**config.mk**
```make
export PLATFORM = sky130hd
export DESIGN_NAME = id_fetch_queue
export DESIGN_NICKNAME = d
export VERILOG_FILES = /design/src/rtl/riscv_defines_pkg.sv /design/src/rtl/id_fetch_queue_mem.sv /design/src/rtl/id_fetch_queue.sv
export SDC_FILE = /design/constraint.sdc
export NUM_CORES = 1
export LEC_CHECK = 0
export CAP_MARGIN = 15
export CORE_MARGIN = 4
export CORE_UTILIZATION = 45
export DETAILED_ROUTE_END_ITERATION = 8
export GPL_TIMING_DRIVEN = 1
export PLACE_DENSITY = 0.67
export SLEW_MARGIN = 0
export SYNTH_ARGS = -nofsm -noshare
export SYNTH_HDL_FRONTEND = slang
export SYNTH_SLANG_ARGS = --single-unit
export TNS_END_PERCENT = 50
```
**constraint.sdc**
```tcl
create_clock -name clk -period 23 [get_ports clk]
set_input_delay 4.6 -clock clk [delete_from_list [all_inputs] [get_ports clk]]
set_output_delay 4.6 -clock clk [all_outputs]
set_load 0.1 [all_outputs]
```
**src/rtl/riscv_defines_pkg.sv**
```systemverilog
// rtl/riscv_defines_pkg.sv - shared RISC-V types: instruction word, trap request, fetch packet
package riscv_defines;

    localparam int RV_XLEN = 32;

    typedef logic [31:0] inst_t;

    // addi x0, x0, 0 -- what decode sees when the queue has nothing to offer
    localparam inst_t NOP_INST = 32'h0000_0013;

    typedef enum logic [3:0] {
        CAUSE_MISALIGNED_FETCH    = 4'd0,
        CAUSE_FETCH_ACCESS        = 4'd1,
        CAUSE_ILLEGAL_INSTRUCTION = 4'd2,
        CAUSE_BREAKPOINT          = 4'd3
    } trap_cause_t;

    typedef struct packed {
        logic               valid;
        trap_cause_t        cause;
        logic [RV_XLEN-1:0] tval;
    } trap_req_t;

    // One queue entry: everything decode needs about a fetched instruction
    typedef struct packed {
        logic [RV_XLEN-1:0] pc;
        logic [RV_XLEN-1:0] pcplus4;
        logic [RV_XLEN-1:0] pc_pred;
        logic               pred_taken;
        inst_t              inst;
        trap_req_t          trap_req;
    } fetch_pkt_t;

    localparam fetch_pkt_t BUBBLE_PKT = '{
        pc:         '0,
        pcplus4:    '0,
        pc_pred:    '0,
        pred_taken: 1'b0,
        inst:       NOP_INST,
        trap_req:   '0
    };

endpackage

```
**src/rtl/id_fetch_queue_mem.sv**
```systemverilog
// rtl/id_fetch_queue_mem.sv - DEPTH x WIDTH register array, one write port, async read port
//
// Ports:
//   clk    - write clock
//   we     - write enable
//   waddr  - write index
//   wdata  - write data
//   raddr  - read index
//   rdata  - read data, combinational from raddr
module fetch_queue_mem #(
    parameter int DEPTH = 4,
    parameter int WIDTH = 32,
    parameter int AW    = $clog2(DEPTH)
) (
    input  logic             clk,
    input  logic             we,
    input  logic [AW-1:0]    waddr,
    input  logic [WIDTH-1:0] wdata,
    input  logic [AW-1:0]    raddr,
    output logic [WIDTH-1:0] rdata
);

    // Contents need no reset: occupancy logic never exposes an unwritten slot
    logic [WIDTH-1:0] mem [DEPTH];

    always_ff @(posedge clk) begin
        if (we) begin
            mem[waddr] <= wdata;
        end
    end

    assign rdata = mem[raddr];

endmodule

```
**src/rtl/id_fetch_queue.sv**
```systemverilog
// rtl/id_fetch_queue.sv - decoupled DEPTH-entry instruction queue between fetch and decode
//
// Ports:
//   clk, start          - clock; asynchronous active-low reset
//   valid_f / ready_f   - fetch-side handshake
//   pc_f, pcplus4_f, pc_pred_f, pred_taken_f, inst_f, trap_req_f - entry from fetch
//   flush               - discard all entries and lift the trap fence
//   valid_d / ready_d   - decode-side handshake
//   pc_d, pcplus4_d, pc_pred_d, pred_taken_d, inst_d, trap_req_d - head entry (bubble when empty)
//   count               - current occupancy
module id_fetch_queue
    import riscv_defines::*;
#(
    parameter int DEPTH = 4,
    parameter int XLEN  = 32
) (
    input  logic                       clk,
    input  logic                       start,
    input  logic                       valid_f,
    output logic                       ready_f,
    input  logic [XLEN-1:0]            pc_f,
    input  logic [XLEN-1:0]            pcplus4_f,
    input  logic [XLEN-1:0]            pc_pred_f,
    input  logic                       pred_taken_f,
    input  inst_t                      inst_f,
    input  trap_req_t                  trap_req_f,
    input  logic                       flush,
    output logic                       valid_d,
    input  logic                       ready_d,
    output logic [XLEN-1:0]            pc_d,
    output logic [XLEN-1:0]            pcplus4_d,
    output logic [XLEN-1:0]            pc_pred_d,
    output logic                       pred_taken_d,
    output inst_t                      inst_d,
    output trap_req_t                  trap_req_d,
    output logic [$clog2(DEPTH+1)-1:0] count
);

    localparam int AW = $clog2(DEPTH);
    localparam int PW = $bits(fetch_pkt_t);

    // Pointers carry one extra bit so full and empty are distinguishable
    logic [AW:0]   wr_ptr;
    logic [AW:0]   rd_ptr;
    logic          trap_fence;
    logic [AW:0]   occ;
    logic          full;
    logic          enq;
    logic          deq;
    fetch_pkt_t    wr_pkt;
    fetch_pkt_t    rd_pkt;
    fetch_pkt_t    head;
    logic [PW-1:0] rd_data;

    assign occ     = wr_ptr - rd_ptr;
    assign full    = (occ == (AW+1)'(DEPTH));
    assign count   = occ;

    // Depends only on state, so fetch never waits on decode's ready in the same cycle
    assign ready_f = !full && !trap_fence;
    assign valid_d = (occ != '0);

    assign enq = valid_f && ready_f;
    assign deq = valid_d && ready_d;

    always_ff @(posedge clk or negedge start) begin
        if (!start) begin
            wr_ptr     <= '0;
            rd_ptr     <= '0;
            trap_fence <= 1'b0;
        end else if (flush) begin
            wr_ptr     <= '0;
            rd_ptr     <= '0;
            trap_fence <= 1'b0;
        end else begin
            if (enq) begin
                wr_ptr <= wr_ptr + 1'b1;
                // Nothing younger than a trapping instruction may enter until redirect
                if (trap_req_f.valid) begin
                    trap_fence <= 1'b1;
                end
            end
            if (deq) begin
                rd_ptr <= rd_ptr + 1'b1;
            end
        end
    end

    assign wr_pkt = '{
        pc:         pc_f,
        pcplus4:    pcplus4_f,
        pc_pred:    pc_pred_f,
        pred_taken: pred_taken_f,
        inst:       inst_f,
        trap_req:   trap_req_f
    };

    fetch_queue_mem #(
        .DEPTH (DEPTH),
        .WIDTH (PW)
    ) u_mem (
        .clk   (clk),
        .we    (enq && !flush),
        .waddr (wr_ptr[AW-1:0]),
        .wdata (wr_pkt),
        .raddr (rd_ptr[AW-1:0]),
        .rdata (rd_data)
    );

    assign rd_pkt = fetch_pkt_t'(rd_data);
    assign head   = valid_d ? rd_pkt : BUBBLE_PKT;

    assign pc_d         = head.pc;
    assign pcplus4_d    = head.pcplus4;
    assign pc_pred_d    = head.pc_pred;
    assign pred_taken_d = head.pred_taken;
    assign inst_d       = head.inst;
    assign trap_req_d   = head.trap_req;

endmodule

```
==> metrics.txt, run 1 <==
achievable frequency=a little over 100 MHz; setup repair after global routing missed its margin=no; worst path required time=18.40 ns; proportion of synthesized area in mux cells=0.1484; post-DR wirelength/cell=~23 um; dominant combinational cell family by area after synthesis=multiplexers; leading cell types in the layout, fill and taps excluded=664 x sky130_fd_sc_hd__edfxtp_1, 341 x sky130_fd_sc_hd__clkdlybuf4s50_1, 166 x sky130_fd_sc_hd__mux4_2; source-to-sink clock delay at the later pin of the worst-skew pair=0.59 ns; Setup crit end kind=primary output; DRC violation count after routing=0; vias in the first global route=12.76k; sum of met3 wire segment lengths after detailed routing=3440 um; Worst Tran Pin Value=1.170 ns; maximum number of pins on one net before global-route repair=103; Via-to-Cell Ratio=5.191; Netlist cell types=29; global-route wire length before repair=79270 um; wire length on met1=between 20000 and 25000 um; complex-gate fraction of the synthesized area=0.002051; maxcap violations=0; Via Count=around 12k; overall die area=0.06083 mm2; clk buf depth=3; post-synthesis share of cell area spent on xor and xnor gates=0.001269; crit path DAT=5.25 ns; maximum level of the CTS H-tree=3; initial standard-cell utilization of the core=0.4545; gr ovfl total=0; minimum setup slack among reg-to-reg paths=18.97 ns; CP max FO=about 100; share of synthesized cell area in full adder, half adder and majority cells=0.003711; metal2 WL=26580 um; synthesized netlist net count=1290; ratio of final minimum period to clock period=0.4283; post-cts gate resize count=0; area growth from synthesis to layout=25.44%; number of hold-repair buffers added at the cts stage=0; routed wire length=approximately 52000 um; area of the mapped netlist=0.02563 mm2; post-layout min period=9.852 ns; leading cell type in the layout, fill and taps excluded=sky130_fd_sc_hd__edfxtp_1; portion of the post-synthesis area used by sequential elements=0.7849; YS warnings=0; number of clock sinks=671; flip-flop and latch count after synthesis=671; number of nets in the finished design=between 1.5k and 2k; Setup violations, final=0; Num CTS Buffers=71; final number of hold-violating endpoints=0; ratio of cells with drive above 1 in the final layout=0.1964; clock transition time at the flip-flop clock pins of the worst setup and hold paths=0.06 ns; final slew viol count=0; number of DRC violations after detailed-routing iteration 0=618; per-instance average area after synthesis=approximately 23 um2; placer's final routability congestion estimate=roughly 0.7; First-pass DRT Iterations=5; Total Routing Usage GR=0.1724; Slew headroom=0.2177; gate count of the mapped netlist=1112; Post-DRT Antenna Nets=0; Hold/Removal Path Class=register to register; post-CTS setup buffers=0; row cnt=87; initial antenna violation count=7; Final HPWL DP=roughly 31000 um; type of element launching the critical path=register; clock tree from TritonCTS=built; Clk Tree Root Cell=sky130_fd_sc_hd__clkbuf_16; Synth Area in Simple Gates=0.04531; Fin Setup TNS=0 ns; IO Count=between 300 and 400; status=complete, no violations; Fin Clk Skew=between 0.015 and 0.02 ns; highest metal layer with signal wires=met5; die span in y=246.6 um; DIE WIDTH=246.6 um; Setup Crit Path Kind=register to primary output; core region area=0.05639 mm2; total of buffers placed on input and output ports=341
[kinds of logic after synthesis]
kind of cell             count (synthesis)
AND/OR/NAND/NOR                        187
adder cells (fa/ha/maj)                  7
AO/OA/AOI/OAI                            9
XOR/XNOR                                 2
multiplexers                           172
flip-flops                             671
buffers and inverters                   64
[Yosys cell counts]
library cell	instances	area, um2
sky130_fd_sc_hd__or2_2	3	18.77
sky130_fd_sc_hd__nor3b_1	4	30.03
sky130_fd_sc_hd__inv_1	5	18.77
sky130_fd_sc_hd__nor2_2	1	6.260
sky130_fd_sc_hd__nand2b_1	4	25.02
sky130_fd_sc_hd__nor2b_1	3	18.77
sky130_fd_sc_hd__clkbuf_1	17	63.81
sky130_fd_sc_hd__buf_4	1	7.510
sky130_fd_sc_hd__nand3b_1	1	7.510
sky130_fd_sc_hd__mux2_2	3	33.78
sky130_fd_sc_hd__dfrtp_1	7	175.2
sky130_fd_sc_hd__o211ai_1	1	7.510
sky130_fd_sc_hd__a21boi_0	2	15.01
sky130_fd_sc_hd__xnor3_2	1	23.77
sky130_fd_sc_hd__mux4_2	166	3739
sky130_fd_sc_hd__mux2i_1	3	30.03
sky130_fd_sc_hd__inv_2	2	7.510
sky130_fd_sc_hd__nor2_1	4	15.01
sky130_fd_sc_hd__o21ai_0	1	5.000
sky130_fd_sc_hd__nand2_1	2	7.510
sky130_fd_sc_hd__buf_6	12	135.1
sky130_fd_sc_hd__ha_1	6	75.07
sky130_fd_sc_hd__xor2_1	1	8.760
sky130_fd_sc_hd__buf_2	27	135.1
sky130_fd_sc_hd__edfxtp_1	664	19940
sky130_fd_sc_hd__or3_1	1	6.260
sky130_fd_sc_hd__and2_1	164	1026
sky130_fd_sc_hd__fa_1	1	20.02
sky130_fd_sc_hd__a21oi_1	5	25.02
[final cells by class]
class / count / area, um2
sequential: 671 / 20120
timing repair buffer: 364 / 3606
inverter: 7 / 28.78
multi-input combinational: 377 / 5164
clock inverter: 40 / 362.8
tap: 756 / 945.9
clock buffer: 89 / 1908
antenna: 3 / 7.507
fill: 4256 / 24240
[sequential cells by signal, summed over array words and instances (netlist names)]
signal / count
trap_fence: 1
rd_ptr: 3
u_mem.mem: 664
wr_ptr: 3
[stage by stage]
| stage | hold WS [ns] | worst slack [ns] | util | instances | cell area [um2] |
|---|---|---|---|---|---|
| 2_1_floorplan | 0.5169 | 5.099 | - | 1112 | 25630 |
| 3_3_place_gp | 0.5336 | 13.58 | 0.5292 | 2174 | 29840 |
| 3_5_place_dp | 0.5545 | 13.53 | 0.5292 | 2174 | 29840 |
| 4_1_cts | 0.5666 | 12.91 | 0.5695 | 2303 | 32110 |
| 5_1_grt | 0.5887 | 12.73 | 0.5700 | 2305 | 32140 |
| 6_report | 0.5648 | 13.15 | 0.5701 | 2307 | 32140 |
[worst max-delay path, stage by stage, from the launching register on]
cell	delay, ns
sky130_fd_sc_hd__dfrtp_4	0.70
sky130_fd_sc_hd__ha_1	0.31
sky130_fd_sc_hd__fa_1	0.42
sky130_fd_sc_hd__xnor3_2	0.30
sky130_fd_sc_hd__inv_2	0.11
sky130_fd_sc_hd__nor2_2	0.07
sky130_fd_sc_hd__inv_4	0.66
sky130_fd_sc_hd__buf_4	0.62
sky130_fd_sc_hd__and2_1	0.23
sky130_fd_sc_hd__clkdlybuf4s50_1	1.18
[layer usage]
layer / GRT usage / vias up
met2: 0.2891 / 303
met1: 0.2240 / 6254
met5: 0 / -
met3: 0.04734 / 72
met4: 0.04772 / 8
li1: - / 5339
[path summary, 6_finish.rpt]
| path | from | end | cells after the start |
|---|---|---|---|
| worst max-delay path | rd_ptr[0] | pc_pred_d[19] | 9 |
| worst min-delay path | trap_fence | trap_fence | 2 |
| worst max register to register | rd_ptr[1] | u_mem.mem[3][24] | 6 |
| worst min register to register | trap_fence | trap_fence | 2 |
| max in group asynchronous | start | rd_ptr[0] | 1 |
| min in group asynchronous | start | rd_ptr[1] | 1 |
Power of run 1 is left out: the tool's default activity adds up to more than one toggle a clock period on the data nets, which glitch-free logic cannot reach.
==> run 2: changes to the inputs <==
Clock period 23 ns to 9.3 ns, I/O delays scaled along.
==> run 2 against run 1 <==
Net effect: wire length grew 0.54%; hold slack lost 0.0067 ns; clock-buffer cell count shrank 3; highest routed layer unchanged; critical path type unchanged; design area shrank 0.25%.
==> metrics.txt, run 2 (synthesis results as in run 1) <==
status=complete, no violations; Slew headroom=0.2149 (-0.002826); Setup violations, final=0 (unchanged); ratio of cells with drive above 1 in the final layout=0.1909 (-0.005444); maximum level of the CTS H-tree=3 (unchanged); type of element launching the critical path=register; Setup crit end kind=primary output; Slowest cell on crit path=sky130_fd_sc_hd__clkdlybuf4s50_1; final number of hold-violating endpoints=0 (unchanged); die span in y=246.6 um (unchanged); Setup WS post-layout=2.264 ns (-10.88 ns); post-cts gate resize count=0 (unchanged); overall die area=0.06083 mm2 (unchanged); clk buf depth=3 (unchanged); IO Count=342 (unchanged); First-pass DRT Iterations=5 (unchanged); Clk Tree Root Cell=sky130_fd_sc_hd__clkbuf_16; post-DR wirelength/cell=22.76 um (+0.54%); post-CTS setup buffers=0 (unchanged); Hold/Removal Path Class=register to register; DIE WIDTH=246.6 um (unchanged); Worst Tran Pin Value=1.174 ns (+0.004226 ns); minimum setup slack after placement=2.617 ns (-10.91 ns); cells along the critical path=ha_1 > fa_1 > xnor3_2 > inv_2 > nor2_2 > inv_4 > buf_4 > and2_1 > clkdlybuf4s50_1; Via-to-Cell Ratio=5.241 (+0.95%); Via Count=12.09k (+0.95%); worst path required time=7.44 ns (-10.96 ns); source-to-sink clock delay at the later pin of the worst-skew pair=0.59 ns (about the same); DRC violation count after routing=0 (unchanged); number of fill cells in the layout=4265 (+0.21%); Final HPWL DP=30960 um (+1.0%); CP max FO=104 (+2.0%); placer's final routability congestion estimate=0.7075 (-0.74%); number of DRC violations after detailed-routing iteration 0=758 (+23%); ratio of final minimum period to clock period=0.7565; vias in the first global route=12.91k (+1.2%); leading cell type in the layout, fill and taps excluded=sky130_fd_sc_hd__edfxtp_1; Setup Crit Path Kind=register to primary output; achievable frequency=approximately 140 MHz; flip-flop count of the largest register after layout=664 (unchanged); most flop-heavy register=u_mem.mem; number of hold-repair buffers added at the cts stage=0 (unchanged); number of nets in the finished design=1669 (-0.060%); Total Routing Usage GR=0.1731 (+0.0007009); Fin Clk Skew=0.02126 ns (+0.004623 ns); clock tree from TritonCTS=built; Num CTS Buffers=70 (-1.4%); crit-path leading delay family=buffers and inverters; delay of the slowest cell on the worst path=1.15 ns (-0.03 ns); leading registers by flop count=u_mem.mem x664, rd_ptr x3, wr_ptr x3; maximum number of pins on one net before global-route repair=105 (+1.9%); number of clock sinks=671 (unchanged); core region area=0.05639 mm2 (unchanged); gr ovfl total=0 (unchanged); total of buffers placed on input and output ports=341 (unchanged); area of combinational cells with multiple inputs=0.005164 mm2 (unchanged); clock transition time at the flip-flop clock pins of the worst setup and hold paths=0.06 ns (about the same); area occupied by registers=0.02012 mm2 (unchanged); global-route wire length before repair=79690 um (+0.53%); area growth from synthesis to layout=25.12%; routed wire length=52520 um (+0.54%); final slew viol count=0 (unchanged); setup repair after global routing missed its margin=no; initial antenna violation count=7 (unchanged); Post-DRT Antenna Nets=0 (unchanged); Buf+Inv Stages, Crit Path=4 (unchanged); maxcap violations=0 (unchanged); row cnt=87 (unchanged); post-layout min period=7.036 ns; leading cell types in the layout, fill and taps excluded=664 x sky130_fd_sc_hd__edfxtp_1, 341 x sky130_fd_sc_hd__clkdlybuf4s50_1, 166 x sky130_fd_sc_hd__mux4_2; crit path DAT=5.18 ns (-0.07 ns); initial standard-cell utilization of the core=0.4545 (unchanged)
-- run 2: changes by cell type in the layout (fill, tap and decap cells not counted), sizes merged --
| cell | previous run | this run |
|---|---|---|
| bufinv | 6 | 4 |
| clkbuf | 89 | 86 |
| clkinv | 30 | 32 |
| diode | 3 | 6 |
-- run 2: layout make-up --
cell class                 count  area share
sequential                   671      0.6276
tap                          756     0.02950
timing repair buffer         364      0.1125
clock inverter                40    0.009561
inverter                       7   0.0008975
multi-input combinational    377      0.1610
clock buffer                  86     0.05850
antenna                        6   0.0004683
-- run 2: worst min-delay path, delay by kind of cell (launching register included) --
family | cells | cell delay [ns]
DFF | 1 | 0.40
buffers and inverters | 1 | 0.06
AOI/OAI and AO/OA | 1 | 0.05
-- run 2: layer usage --
layer  GRT usage  vias to the layer above  routed length [um]
met3     0.04756                       77                3456
met5           0                        -                  26
li1            -                     5341                   -
met4     0.05490                        4                1013
met2      0.2815                      335               26630
met1      0.2298                     6333               21390
-- run 2: path summary, 6_finish.rpt --
check	to	from	depth (start not counted)	slack, ns
min	trap_fence	trap_fence	2	0.56
min reg2reg	trap_fence	trap_fence	2	0.56
min in group asynchronous	rd_ptr[1]	start	1	1.55
max in group asynchronous	rd_ptr[0]	start	1	7.43
max reg2reg	u_mem.mem[2][81]	rd_ptr[1]	6	5.31
max	trap_req_d[31]	rd_ptr[0]	9	2.26
-- run 2: metrics by stage --
step	instance area (um2)	hold slack, ns	utilization	cells	TNS, ns
final	32060	0.5581	0.5686	2307	0
after global routing	32060	0.5715	0.5685	2304	0
after CTS	32020	0.5577	0.5679	2300	0
after detailed placement	29840	0.5406	0.5292	2174	0
after global placement	29840	0.5295	0.5292	2174	0
after floorplan	25630	0.5169	-	1112	-3891.95
Power of run 2 is left out for the same reason.
